File: src/rtl/pktout_port_arb.sv
// pktout_port_arb: packet-atomic 2:1 arbiter in front of one egress port FIFO.
// Requester 0 (TSN stream) has strict priority over requester 1 (best-effort
// forward stream). A grant is only issued while the downstream FIFO has room
// for a max-size packet, and it is then held until the packet ends or the
// watchdog aborts it. Words from the granted requester reach the output with
// one registered cycle of latency.
// Optional feature macro: PKTOUT_ARB_STARVE_GUARD_EN -- after STARVE_MAX
// consecutive requester-0 grants taken while requester 1 waits, requester 1
// is served once. Without the macro, arbitration is pure strict priority.
// Note: rst_n is a synchronous, ACTIVE-HIGH reset despite its name.
module pktout_port_arb #(
`ifdef PKTOUT_ARB_STARVE_GUARD_EN
  parameter int STARVE_MAX = 8,
`endif
  parameter int DATA_W     = 134,
  parameter int USEDW_TH   = 200,
  parameter int TIMEOUT    = 1023
) (
  input  logic              clk,
  input  logic              rst_n,
  input  logic              in_req0,
  output logic              out_grant0,
  input  logic [DATA_W-1:0] in_data0,
  input  logic              in_data_wr0,
  input  logic              in_valid0,
  input  logic              in_valid_wr0,
  input  logic              in_req1,
  output logic              out_grant1,
  input  logic [DATA_W-1:0] in_data1,
  input  logic              in_data_wr1,
  input  logic              in_valid1,
  input  logic              in_valid_wr1,
  input  logic [7:0]        out_usedw,
  output logic [DATA_W-1:0] out_data,
  output logic              out_data_wr,
  output logic              out_valid,
  output logic              out_valid_wr,
  output logic [31:0]       out_pkt_cnt0,
  output logic [31:0]       out_pkt_cnt1,
  output logic [15:0]       out_abort_cnt
);

  localparam int TMR_W = $clog2(TIMEOUT + 1);
  localparam logic [TMR_W-1:0] TMR_END = TMR_W'(TIMEOUT);
  localparam logic [7:0] USEDW_LIM = 8'(USEDW_TH);

  typedef enum logic [1:0] {
    S_IDLE = 2'd0,
    S_GNT0 = 2'd1,
    S_GNT1 = 2'd2
  } state_t;

  state_t             r_state;
  logic [TMR_W-1:0]   r_timer;

  logic               w_room;
  logic               w_pick1;
  logic               w_go0;
  logic               w_go1;
  logic               w_sel1;
  logic [DATA_W-1:0]  w_data;
  logic               w_data_wr;
  logic               w_valid;
  logic               w_valid_wr;
  logic               w_timeout;

  // FIFO level only matters for the IDLE decision; an active packet is never cut.
  assign w_room = (out_usedw < USEDW_LIM);

`ifdef PKTOUT_ARB_STARVE_GUARD_EN
  localparam int CW = $clog2(STARVE_MAX + 1);
  localparam logic [CW-1:0] CONSEC_END = CW'(STARVE_MAX);
  logic [CW-1:0] r_consec;

  assign w_pick1 = in_req1 && (!in_req0 || (r_consec == CONSEC_END));
`else
  assign w_pick1 = in_req1 && !in_req0;
`endif

  assign w_go1 = (r_state == S_IDLE) && w_room && w_pick1;
  assign w_go0 = (r_state == S_IDLE) && w_room && in_req0 && !w_pick1;

  // Source mux: only the granted requester is looked at; the other is ignored.
  assign w_sel1     = (r_state == S_GNT1);
  assign w_data     = w_sel1 ? in_data1     : in_data0;
  assign w_data_wr  = w_sel1 ? in_data_wr1  : in_data_wr0;
  assign w_valid    = w_sel1 ? in_valid1    : in_valid0;
  assign w_valid_wr = w_sel1 ? in_valid_wr1 : in_valid_wr0;
  assign w_timeout  = (r_timer == TMR_END);

`ifdef PKTOUT_ARB_STARVE_GUARD_EN
  // Count requester-0 grants taken while requester 1 is waiting.
  always_ff @(posedge clk) begin
    if (rst_n) begin
      r_consec <= '0;
    end else if (!in_req1 || w_go1) begin
      r_consec <= '0;
    end else if (w_go0) begin
      r_consec <= r_consec + 1'b1;
    end
  end
`endif

  // Arbitration FSM, watchdog, registered output stage and packet counters.
  always_ff @(posedge clk) begin
    if (rst_n) begin
      r_state       <= S_IDLE;
      r_timer       <= '0;
      out_grant0    <= 1'b0;
      out_grant1    <= 1'b0;
      out_data      <= '0;
      out_data_wr   <= 1'b0;
      out_valid     <= 1'b0;
      out_valid_wr  <= 1'b0;
      out_pkt_cnt0  <= '0;
      out_pkt_cnt1  <= '0;
      out_abort_cnt <= '0;
    end else begin
      out_data_wr  <= 1'b0;
      out_valid_wr <= 1'b0;
      case (r_state)
        S_IDLE: begin
          r_timer <= '0;
          if (w_go1) begin
            r_state    <= S_GNT1;
            out_grant1 <= 1'b1;
          end else if (w_go0) begin
            r_state    <= S_GNT0;
            out_grant0 <= 1'b1;
          end
        end
        S_GNT0, S_GNT1: begin
          // ---- output stage: one-cycle registered forward of the granted source
          out_data_wr <= w_data_wr;
          if (w_data_wr) begin
            out_data <= w_data;
          end
          r_timer <= r_timer + 1'b1;
          if (w_valid_wr || w_timeout) begin
            // A tail arriving on the timeout cycle wins: normal completion.
            out_valid_wr <= 1'b1;
            out_valid    <= w_valid_wr ? w_valid : 1'b0;
            if (!w_valid_wr) begin
              out_abort_cnt <= out_abort_cnt + 1'b1;
            end
            if (w_sel1) begin
              out_pkt_cnt1 <= out_pkt_cnt1 + 1'b1;
            end else begin
              out_pkt_cnt0 <= out_pkt_cnt0 + 1'b1;
            end
            r_state    <= S_IDLE;
            out_grant0 <= 1'b0;
            out_grant1 <= 1'b0;
          end
        end
        default: begin
          r_state    <= S_IDLE;
          out_grant0 <= 1'b0;
          out_grant1 <= 1'b0;
        end
      endcase
    end
  end

endmodule

File: config.mk
export PLATFORM = sky130hd
export DESIGN_NAME = pktout_port_arb
export DESIGN_NICKNAME = d
export VERILOG_FILES = /design/src/rtl/pktout_port_arb.sv
export SDC_FILE = /design/constraint.sdc
export NUM_CORES = 1
export LEC_CHECK = 0
export ABC_CLOCK_PERIOD_IN_PS = 2600
export CAP_MARGIN = 40
export CORE_AREA = 5 5 193 195
export CTS_CLUSTER_SIZE = 30
export DETAILED_ROUTE_END_ITERATION = 8
export DIE_AREA = 0 0 198 200
export SLEW_MARGIN = 0
export SYNTH_ARGS = -nofsm -noshare
export SYNTH_HDL_FRONTEND = slang
export SYNTH_SLANG_ARGS = --single-unit
File: constraint.sdc
create_clock -name clk -period 2.6 [get_ports clk]
set_input_delay 0.26 -clock clk [delete_from_list [all_inputs] [get_ports clk]]
set_output_delay 0.26 -clock clk [all_outputs]
set_load 0.01 [all_outputs]
==> flow_summary.json, run 1 <==
{
  "status": "complete, no violations",
  "synthFlopType": "dfxtp_1",
  "final_nets": 1901,
  "clk_path_buf_depth": 3,
  "drive_gt1_frac": 0.0425,
  "final.period_utilization": 0.884,
  "grt-ovfl-total": 0,
  "power_density_mw_per_mm2": 597,
  "die_w_um": 198,
  "drtAntennaViolNets": 0,
  "max_freq_mhz": 435,
  "p_switching_mw": 2.72,
  "crit_path_start": "r_timer[0]",
  "critPathKind": "reg -> reg",
  "slew_violations": 0,
  "finClkSkew_ns": 0.0103,
  "hold_path.class": "in -> reg",
  "dpl.hpwl_mm": 30.2,
  "clk_latency_ns": 0.53,
  "worstPathArrival_ns": 2.76,
  "switching_share": 0.272,
  "synth_seq_area_share": 0.445,
  "period_needed_ns": 2.30,
  "grt_pass1_wl_mm": 56.8,
  "critical_path_peak_fanout": 18,
  "ctsHoldBuffers": 0,
  "syn_inst": 1147,
  "cts_setup_buffers": 0,
  "final_cell_mix": "500 x clkdlybuf4s50_1, 231 x dfxtp_1, 214 x nor2_1, 137 x mux2i_1, 134 x a211oi_1",
  "crit_path_end_kind": "flop",
  "hold_ws_ns": 0.136,
  "portBuffers": 501,
  "num-fill-cells": 3415,
  "die_h_um": 200,
  "cp.required_ns": 3.07,
  "num_rows": 69,
  "cts-htree-levels": 1,
  "first_global_vias": 9597,
  "num_vias": 9851,
  "multiInputGateArea_mm2": 0.00540,
  "core_mm2": 0.0352,
  "maxSlewHeadroom": 0.450,
  "antenna_found_initial": 3,
  "peakVddDrop_mv": 0.439,
  "cellLeakagePower_nw": 5.39,
  "p_total_mw": 9.99,
  "grt_usage": 0.182,
  "p_seq_frac": 0.399,
  "cap_violations": 0,
  "netlist_area_mm2": 0.0104,
  "synth-edff-count": 0,
  "grt_max_degree": 104,
  "reg2regPathDepth": 6,
  "crit_end": "out_pkt_cnt1[21]",
  "dr.pass1.iters": 4,
  "cts_buffers": 27,
  "cts_tree": "built",
  "ys_seq_elements": 231,
  "hold_viol_final": 0,
  "worstMarginPinSlew_ns": 0.814,
  "ff2ff_setup_slack_ns": 0.30,
  "dieArea_mm2": 0.0396,
  "ys_types": 47,
  "vias_per_cell": 4.72,
  "wl_per_cell_um": 18.5,
  "clkPwrFrac": 0.364,
  "gp_congestion": 0.821,
  "cp-start-kind": "flop",
  "pwr-share-comb": 0.237,
  "initial_core_util": 0.295,
  "r2r_end": "out_pkt_cnt1[21]",
  "cts_resized": 0,
  "setup_slack_ns": 0.302,
  "drtIter0Drc": 373,
  "yosys_warnings": 0,
  "cts_sinks": 231,
  "syn-num-nets": 1440,
  "grt_setup_unrepaired": "no",
  "postSynth.asyncResetShare": 0,
  "final.setup.tns_ns": 0,
  "clk_pin_slew_ns": 0.06,
  "seq_area_mm2": 0.00462,
  "cts_root_buffer": "clkbuf_16",
  "avgSynthCellArea_um2": 9.06,
  "setup_viol": 0,
  "intPower_mw": 7.27,
  "area_growth_pct": 61.0,
  "place_ws_ns": 0.247,
  "ios": 505,
  "drc": 0,
  "r2r_start": "r_timer[0]",
  "final_common_cell": "clkdlybuf4s50_1",
  "drt_wl_total_mm": 38.5
}
## metrics by stage
step,util,area (um2),cells
finish,0.475,16700,2087
floorplan,-,10400,1147
global route,0.475,16700,2085
global placement,0.451,15900,2040
CTS,0.475,16700,2085
detailed placement,0.451,15900,2040
## power by group through the flow
| stage | clock, mW | combinational, mW | sequential (mW) |
|---|---|---|---|
| 2_1_floorplan | 0 | 0.895 | 4.19 |
| 6_report | 3.63 | 2.37 | 3.99 |
| 5_1_grt | 3.94 | 2.55 | 4.02 |
| 4_1_cts | 3.77 | 2.41 | 3.99 |
| 3_3_place_gp | 0 | 2.39 | 4.05 |
| 3_5_place_dp | 0 | 2.40 | 4.06 |
## layout make-up
class | instances | share of cell area
inverter | 13 | 0.00292
timing repair buffer | 516 | 0.313
multi-input combinational | 819 | 0.323
sequential | 231 | 0.276
clock buffer | 36 | 0.0460
clock inverter | 9 | 0.00471
antenna | 2 | 0.000299
tap | 461 | 0.0345
## worst min-delay path by stage
stage / from / to / depth (start not counted)
2_1_floorplan: in_req0 / out_grant1 / 2
3_3_place_gp: out_grant1 / out_grant1 / 1
3_5_place_dp: out_grant0 / out_grant0 / 1
4_1_cts: rst_n / out_pkt_cnt1[4] / 2
5_1_grt: rst_n / out_pkt_cnt1[8] / 2
6_report: rst_n / out_abort_cnt[5] / 2
## cells in the mapped netlist (all sizes together) (3+ instances only)
| cell type | number | area (um2) |
|---|---|---|
| a211oi | 134 | 1010 |
| a21oi | 25 | 125 |
| a31oi | 4 | 40.0 |
| and3 | 12 | 75.1 |
| and4 | 8 | 70.1 |
| buf | 20 | 98.8 |
| clkbuf | 64 | 240 |
| dfxtp | 231 | 4620 |
| ha | 7 | 87.6 |
| inv | 13 | 48.8 |
| mux2i | 137 | 1370 |
| nand2 | 35 | 131 |
| nand3 | 32 | 170 |
| nand4 | 25 | 156 |
| nor2 | 214 | 803 |
| nor2b | 4 | 25.0 |
| nor3 | 20 | 105 |
| nor3b | 5 | 37.5 |
| nor4 | 27 | 184 |
| o21a | 3 | 22.5 |
| o21ai | 23 | 115 |
| or3 | 17 | 106 |
| xnor2 | 48 | 420 |
| xor2 | 16 | 140 |
## layer usage
metal  vias up  part of all wire  track usage
met5         -           0.00088            0
met3        50             0.068       0.0492
met1      4439              0.40        0.221
met4         4             0.032       0.0599
li1       5064                 -            -
met2       294              0.50        0.312
## critical path, stage by stage, from the launching register on
cell and delay (ns):
dfxtp_1 0.38, ha_1 0.23, and4_1 0.36, a31oi_4 0.26, nor4_4 0.47, or3b_1 0.39
a21oi_1 0.14
## logic make-up (layout without fill, tap and decap cells)
kind of cell               count (synthesis)  after routing  share of synthesized area
DFF                                      231            231                      0.445
buffers and inverters                     97            574                     0.0373
other                                      0              2                          0
xor gates and xnor gates                  64             64                     0.0539
AOI/OAI and AO/OA                        201            201                      0.136
muxes                                    137            137                      0.132
adders and majority gates                  7              7                    0.00843
and+or+nand+nor                          410            410                      0.188
## sequential cells by signal (all words and copies together), names as in the netlist, 2 cells and up
register       flops
out_pkt_cnt1      32
out_pkt_cnt0      32
r_timer           10
out_abort_cnt     16
r_state            2
out_data         134
No activity file was read; power rests on OpenSTA's default activity.
==> run 2, diff against run 1 <==
--- a/config.mk
+++ b/config.mk
@@ -7,10 +7,10 @@
 export LEC_CHECK = 0
 export ABC_CLOCK_PERIOD_IN_PS = 2600
 export CAP_MARGIN = 40
-export CORE_AREA = 5 5 193 195
+export CORE_AREA = 4 4 192 194
 export CTS_CLUSTER_SIZE = 30
 export DETAILED_ROUTE_END_ITERATION = 8
-export DIE_AREA = 0 0 198 200
+export DIE_AREA = 0 0 196 198
 export SLEW_MARGIN = 0
 export SYNTH_ARGS = -nofsm -noshare
 export SYNTH_HDL_FRONTEND = slang
==> run 2 against run 1 <==
Register-to-register slack is essentially flat. Die area shrank 2.0%. Flip-flop and latch count is the same. Utilization grew 0.30 points. Via count grew 1.8%. Worst setup slack gained 0.012 ns. Cell count grew 0.43%. Wire length shrank 1.6%. Global-route usage shrank 0.082 points. Critical endpoint is now out_abort_cnt[7]. Largest cell class unchanged. Highest routed layer unchanged.
==> flow_summary.json, run 2 (synthesis results as in run 1) <==
{
  "largest_reg_flops": 134,
  "slew_violations": 0,
  "drtIter0Drc": 359,
  "setup_slack_ns": 0.313,
  "cts_tree": "built",
  "cts-htree-levels": 1,
  "ios": 505,
  "instances_no_fill": 2096,
  "drt_wl_total_mm": 37.9,
  "num_vias": 10026,
  "place_ws_ns": 0.256,
  "ctsHoldBuffers": 0,
  "grt_usage": 0.181,
  "peakVddDrop_mv": 0.396,
  "grt_max_degree": 80,
  "clk_pin_slew_ns": 0.06,
  "worstMarginPinSlew_ns": 0.793,
  "drive_gt1_frac": 0.0459,
  "final.period_utilization": 0.879,
  "dieArea_mm2": 0.0388,
  "critPathKind": "reg -> reg",
  "cts_sinks": 231,
  "power_density_mw_per_mm2": 609,
  "area_growth_pct": 62.0,
  "clk_latency_ns": 0.53,
  "dpl.cell_count": 2046,
  "max_freq_mhz": 437,
  "num-fill-cells": 3405,
  "cp.required_ns": 2.99,
  "cap_violations": 0,
  "final_cell_mix": "500 x clkdlybuf4s50_1, 231 x dfxtp_1, 214 x nor2_1, 137 x mux2i_1, 134 x a211oi_1",
  "finClkSkew_ns": 0.0148,
  "setup_viol": 0,
  "cts_root_buffer": "clkbuf_16",
  "critical_path_peak_fanout": 10,
  "drtAntennaViolNets": 0,
  "gp_congestion": 0.808,
  "clk_path_buf_depth": 3,
  "postPlaceCellArea_mm2": 0.0159,
  "grt_pass1_wl_mm": 55.7,
  "portBuffers": 501,
  "wl_per_cell_um": 18.1,
  "cp-start-kind": "flop",
  "cts_resized": 0,
  "multiInputGateArea_mm2": 0.00540,
  "final.setup.tns_ns": 0,
  "grt_setup_unrepaired": "no",
  "regMostFlops": "out_data",
  "period_needed_ns": 2.29,
  "antenna_found_initial": 2,
  "maxSlewHeadroom": 0.465,
  "p_total_mw": 10.3,
  "die_w_um": 196,
  "dr.pass1.iters": 4,
  "num_rows": 69,
  "final_area_mm2": 0.0168,
  "cellLeakagePower_nw": 5.45,
  "final_common_cell": "clkdlybuf4s50_1",
  "grt-ovfl-total": 0,
  "crit_path_end_kind": "flop",
  "reg.largest.list": "out_data (134), out_pkt_cnt0 (32), out_pkt_cnt1 (32)",
  "first_global_vias": 9444,
  "cts_buffers": 27,
  "vias_per_cell": 4.78,
  "drc": 0,
  "worstPathArrival_ns": 2.67,
  "status": "complete, no violations",
  "hold_path.class": "in -> reg",
  "dpl.hpwl_mm": 30.0,
  "hold_viol_final": 0,
  "cts_setup_buffers": 0,
  "core_mm2": 0.0352,
  "final_nets": 1907,
  "initial_core_util": 0.295,
  "die_h_um": 198,
  "seq_area_mm2": 0.00462
}
[run 2: changes by cell type in the layout (fill, tap and decap cells not counted), moves of 2 or more]
cell,delta
buf_4,+7
bufinv_16,+3
clkbuf_1,+3
clkbuf_8,-2
clkinv_2,-2
[run 2: layer usage]
metal,global-route usage,part of all wire,vias up
li1,-,-,5101
met1,0.216,0.40,4577
met2,0.336,0.52,312
met3,0.0427,0.064,34
met4,0.0279,0.011,2
met5,0,0.00053,-
[run 2: per-stage QoR]
stage	util	hold slack, ns
after global placement	0.452	0.456
after floorplan	-	0.470
after detailed placement	0.452	0.459
final	0.478	0.176
after CTS	0.478	0.157
after global routing	0.478	0.200
[run 2: worst paths after layout]
path / endpoint / cells past startpoint / slack (ns) / startpoint
setup / recovery: out_abort_cnt[7] / 7 / 0.31 / r_state[0]
hold reg to reg: out_grant1 / 1 / 0.47 / out_grant1
setup reg to reg: out_abort_cnt[7] / 7 / 0.31 / r_state[0]
hold / removal: out_abort_cnt[2] / 2 / 0.18 / rst_n
[run 2: cell type report]
type,instances,share of cell area
repair buffers,522,0.313
diodes,2,0.000297
clock inverters,11,0.0100
flip-flops and latches,231,0.275
multi-input cells,819,0.321
well taps,461,0.0343
inverters,13,0.00290
clock buffers,37,0.0447
[run 2: critical path, cell delays in order, from the launching register on]
cell and delay, ns:
dfxtp_1 0.32, inv_1 0.12, ha_4 0.25, mux2i_1 0.38, nand3_1 0.40, nor4_1 0.46
xnor2_1 0.16, nor2_1 0.05
[run 2: power breakdown]
group / internal [mW] / total [mW] / leakage, nW / switching, mW
combinational: 1.29 / 2.37 / 3.12 / 1.08
clock: 2.42 / 3.90 / 0.450 / 1.48
sequential: 3.84 / 3.99 / 1.88 / 0.152
==> run 3, diff against run 2 <==
--- a/config.mk
+++ b/config.mk
@@ -7,10 +7,10 @@
 export LEC_CHECK = 0
 export ABC_CLOCK_PERIOD_IN_PS = 2600
 export CAP_MARGIN = 40
-export CORE_AREA = 4 4 192 194
+export CORE_AREA = 2 2 195 197
 export CTS_CLUSTER_SIZE = 30
 export DETAILED_ROUTE_END_ITERATION = 8
-export DIE_AREA = 0 0 196 198
+export DIE_AREA = 0 0 197 199
 export SLEW_MARGIN = 0
 export SYNTH_ARGS = -nofsm -noshare
 export SYNTH_HDL_FRONTEND = slang
==> run 3 against run 2 <==
Register-to-register slack got worse by 0.08 ns. Clock power decreased by 5%. Sequential share of layout area increased by 0.065 points. Clock-buffer cell count increased by 2. Wire length decreased by 2.8%. Largest cell class unchanged. Cell area decreased by 0.24%. Critical path depth unchanged. Fmax decreased by 3.3%. Sequential power about the same.
==> flow_summary.json, run 3 (synthesis results as in run 1) <==
{
  "r2r_start": "r_state[1]",
  "final_area_mm2": 0.0168,
  "clk_pin_slew_ns": 0.06,
  "grt-ovfl-total": 0,
  "drtAntennaViolNets": 0,
  "core_mm2": 0.0371,
  "dpl.hpwl_mm": 28.5,
  "cap_violations": 0,
  "final_common_cell": "clkdlybuf4s50_1",
  "drc": 0,
  "final_nets": 1906,
  "die_w_um": 197,
  "crit_path_end_kind": "flop",
  "area_growth_pct": 61.7,
  "regMostFlops": "out_data",
  "cts-htree-levels": 1,
  "cpMaxStageDelayCell": "ha_1",
  "num-fill-cells": 3618,
  "cts_setup_buffers": 0,
  "drt_wl_total_mm": 36.8,
  "dr.pass1.iters": 4,
  "initial_core_util": 0.280,
  "cts_root_buffer": "clkbuf_16",
  "path_delay_family": "simple AND/OR/NAND/NOR gates",
  "drive_gt1_frac": 0.0441,
  "cellLeakagePower_nw": 5.43,
  "hold_viol_final": 0,
  "critical_path_peak_fanout": 8,
  "num_rows": 71,
  "worstMarginPinSlew_ns": 0.686,
  "period_needed_ns": 2.36,
  "final.period_utilization": 0.909,
  "postPlaceCellArea_mm2": 0.0159,
  "seq_area_mm2": 0.00462,
  "first_global_vias": 9415,
  "p_total_mw": 10.1,
  "grt_use_met2": 0.319,
  "hold_path.class": "in -> reg",
  "wl_per_cell_um": 17.5,
  "gp_congestion": 0.807,
  "critPathKind": "reg -> reg",
  "cp-start-kind": "flop",
  "r2r_end": "out_pkt_cnt1[31]",
  "slew_violations": 0,
  "reg2regPathDepth": 7,
  "slowest_delay_ns": 0.45,
  "num_vias": 9960,
  "die_h_um": 199,
  "ios": 505,
  "final.setup.tns_ns": 0,
  "cp.required_ns": 3.05,
  "finClkSkew_ns": 0.0109,
  "power_density_mw_per_mm2": 599,
  "ff2ff_setup_slack_ns": 0.24,
  "cts_sinks": 231,
  "max_freq_mhz": 423,
  "cts_buffers": 27,
  "grt_max_degree": 114,
  "grt.met3_usage": 0.0349,
  "ctsHoldBuffers": 0,
  "grt_util_met1": 0.215,
  "peakVddDrop_mv": 0.437,
  "setup_viol": 0,
  "clk_latency_ns": 0.53,
  "drtIter0Drc": 412,
  "path_buf_inv": 1,
  "cts_tree": "built",
  "min_to": "out_abort_cnt[13]",
  "min_path_cells": 2,
  "busiest_layer": "met2",
  "worstPathArrival_ns": 2.82,
  "maxSlewHeadroom": 0.542,
  "crit_chain": "inv_1 > ha_1 > nand3_2 > nor4_1 > o2111ai_1 > or3_1 > a21oi_1",
  "antenna_found_initial": 3,
  "largest_reg_flops": 134,
  "reg.largest.list": "out_data (134), out_pkt_cnt0 (32), out_pkt_cnt1 (32)",
  "portBuffers": 501,
  "final_cell_mix": "500 x clkdlybuf4s50_1, 231 x dfxtp_1, 214 x nor2_1, 137 x mux2i_1, 134 x a211oi_1",
  "multiInputGateArea_mm2": 0.00540,
  "cts_resized": 0,
  "grt_usage": 0.178,
  "grt_setup_unrepaired": "no",
  "holdCritStartpoint": "rst_n",
  "grt_pass1_wl_mm": 54.3,
  "vias_per_cell": 4.73,
  "clk_path_buf_depth": 3,
  "status": "complete, no violations",
  "dieArea_mm2": 0.0392
}
==> run 3: cell count changes in the layout (fill, tap and decap cells not counted) <==
cell / before / now
buf_12: 7 / 8
buf_4: 14 / 12
bufinv_16: 4 / 2
clkbuf_1: 6 / 7
clkbuf_8: 4 / 5
clkinv_2: 3 / 5
clkinv_4: 1 / 0
diode_2: 2 / 1
inv_6: 2 / 0
==> run 3: worst max-delay path by stage <==
stage	start	endpoint	depth (start not counted)
global placement	r_state[1]	out_pkt_cnt0[21]	7
finish	r_state[1]	out_pkt_cnt1[31]	7
floorplan	r_state[0]	out_pkt_cnt1[31]	8
detailed placement	r_state[1]	out_pkt_cnt0[21]	7
CTS	r_state[1]	out_pkt_cnt0[21]	7
global route	r_state[1]	out_pkt_cnt0[23]	7
==> run 3: final cells by class <==
type / instances / area share
well taps: 474 / 0.0353
clock buffers: 39 / 0.0459
diodes: 1 / 0.000149
multi-input cells: 819 / 0.321
clock inverters: 8 / 0.00551
flip-flops and latches: 231 / 0.275
inverters: 13 / 0.00291
repair buffers: 521 / 0.314
==> run 3: layer usage <==
layer	wire, um	vias to the layer above
met5	28	-
met3	2210	50
met1	14900	4525
li1	-	5058
met4	1020	4
met2	18700	323
==> run 3: where the power goes <==
part | internal [mW] | total [mW] | switching (mW)
clock | 2.24 | 3.72 | 1.48
sequential | 3.84 | 3.98 | 0.147
combinational | 1.28 | 2.35 | 1.07
total | 7.35 | 10.1 | 2.70
==> run 3: stage by stage <==
stage | worst slack (ns) | util | hold WS (ns) | cells
final | 0.236 | 0.452 | 0.0558 | 2106
after global routing | 0.0626 | 0.452 | 0.0582 | 2106
after CTS | 0.263 | 0.452 | 0.0264 | 2105
after detailed placement | 0.274 | 0.429 | 0.464 | 2058
after global placement | 0.277 | 0.429 | 0.458 | 2058
after floorplan | 0.584 | - | 0.470 | 1147
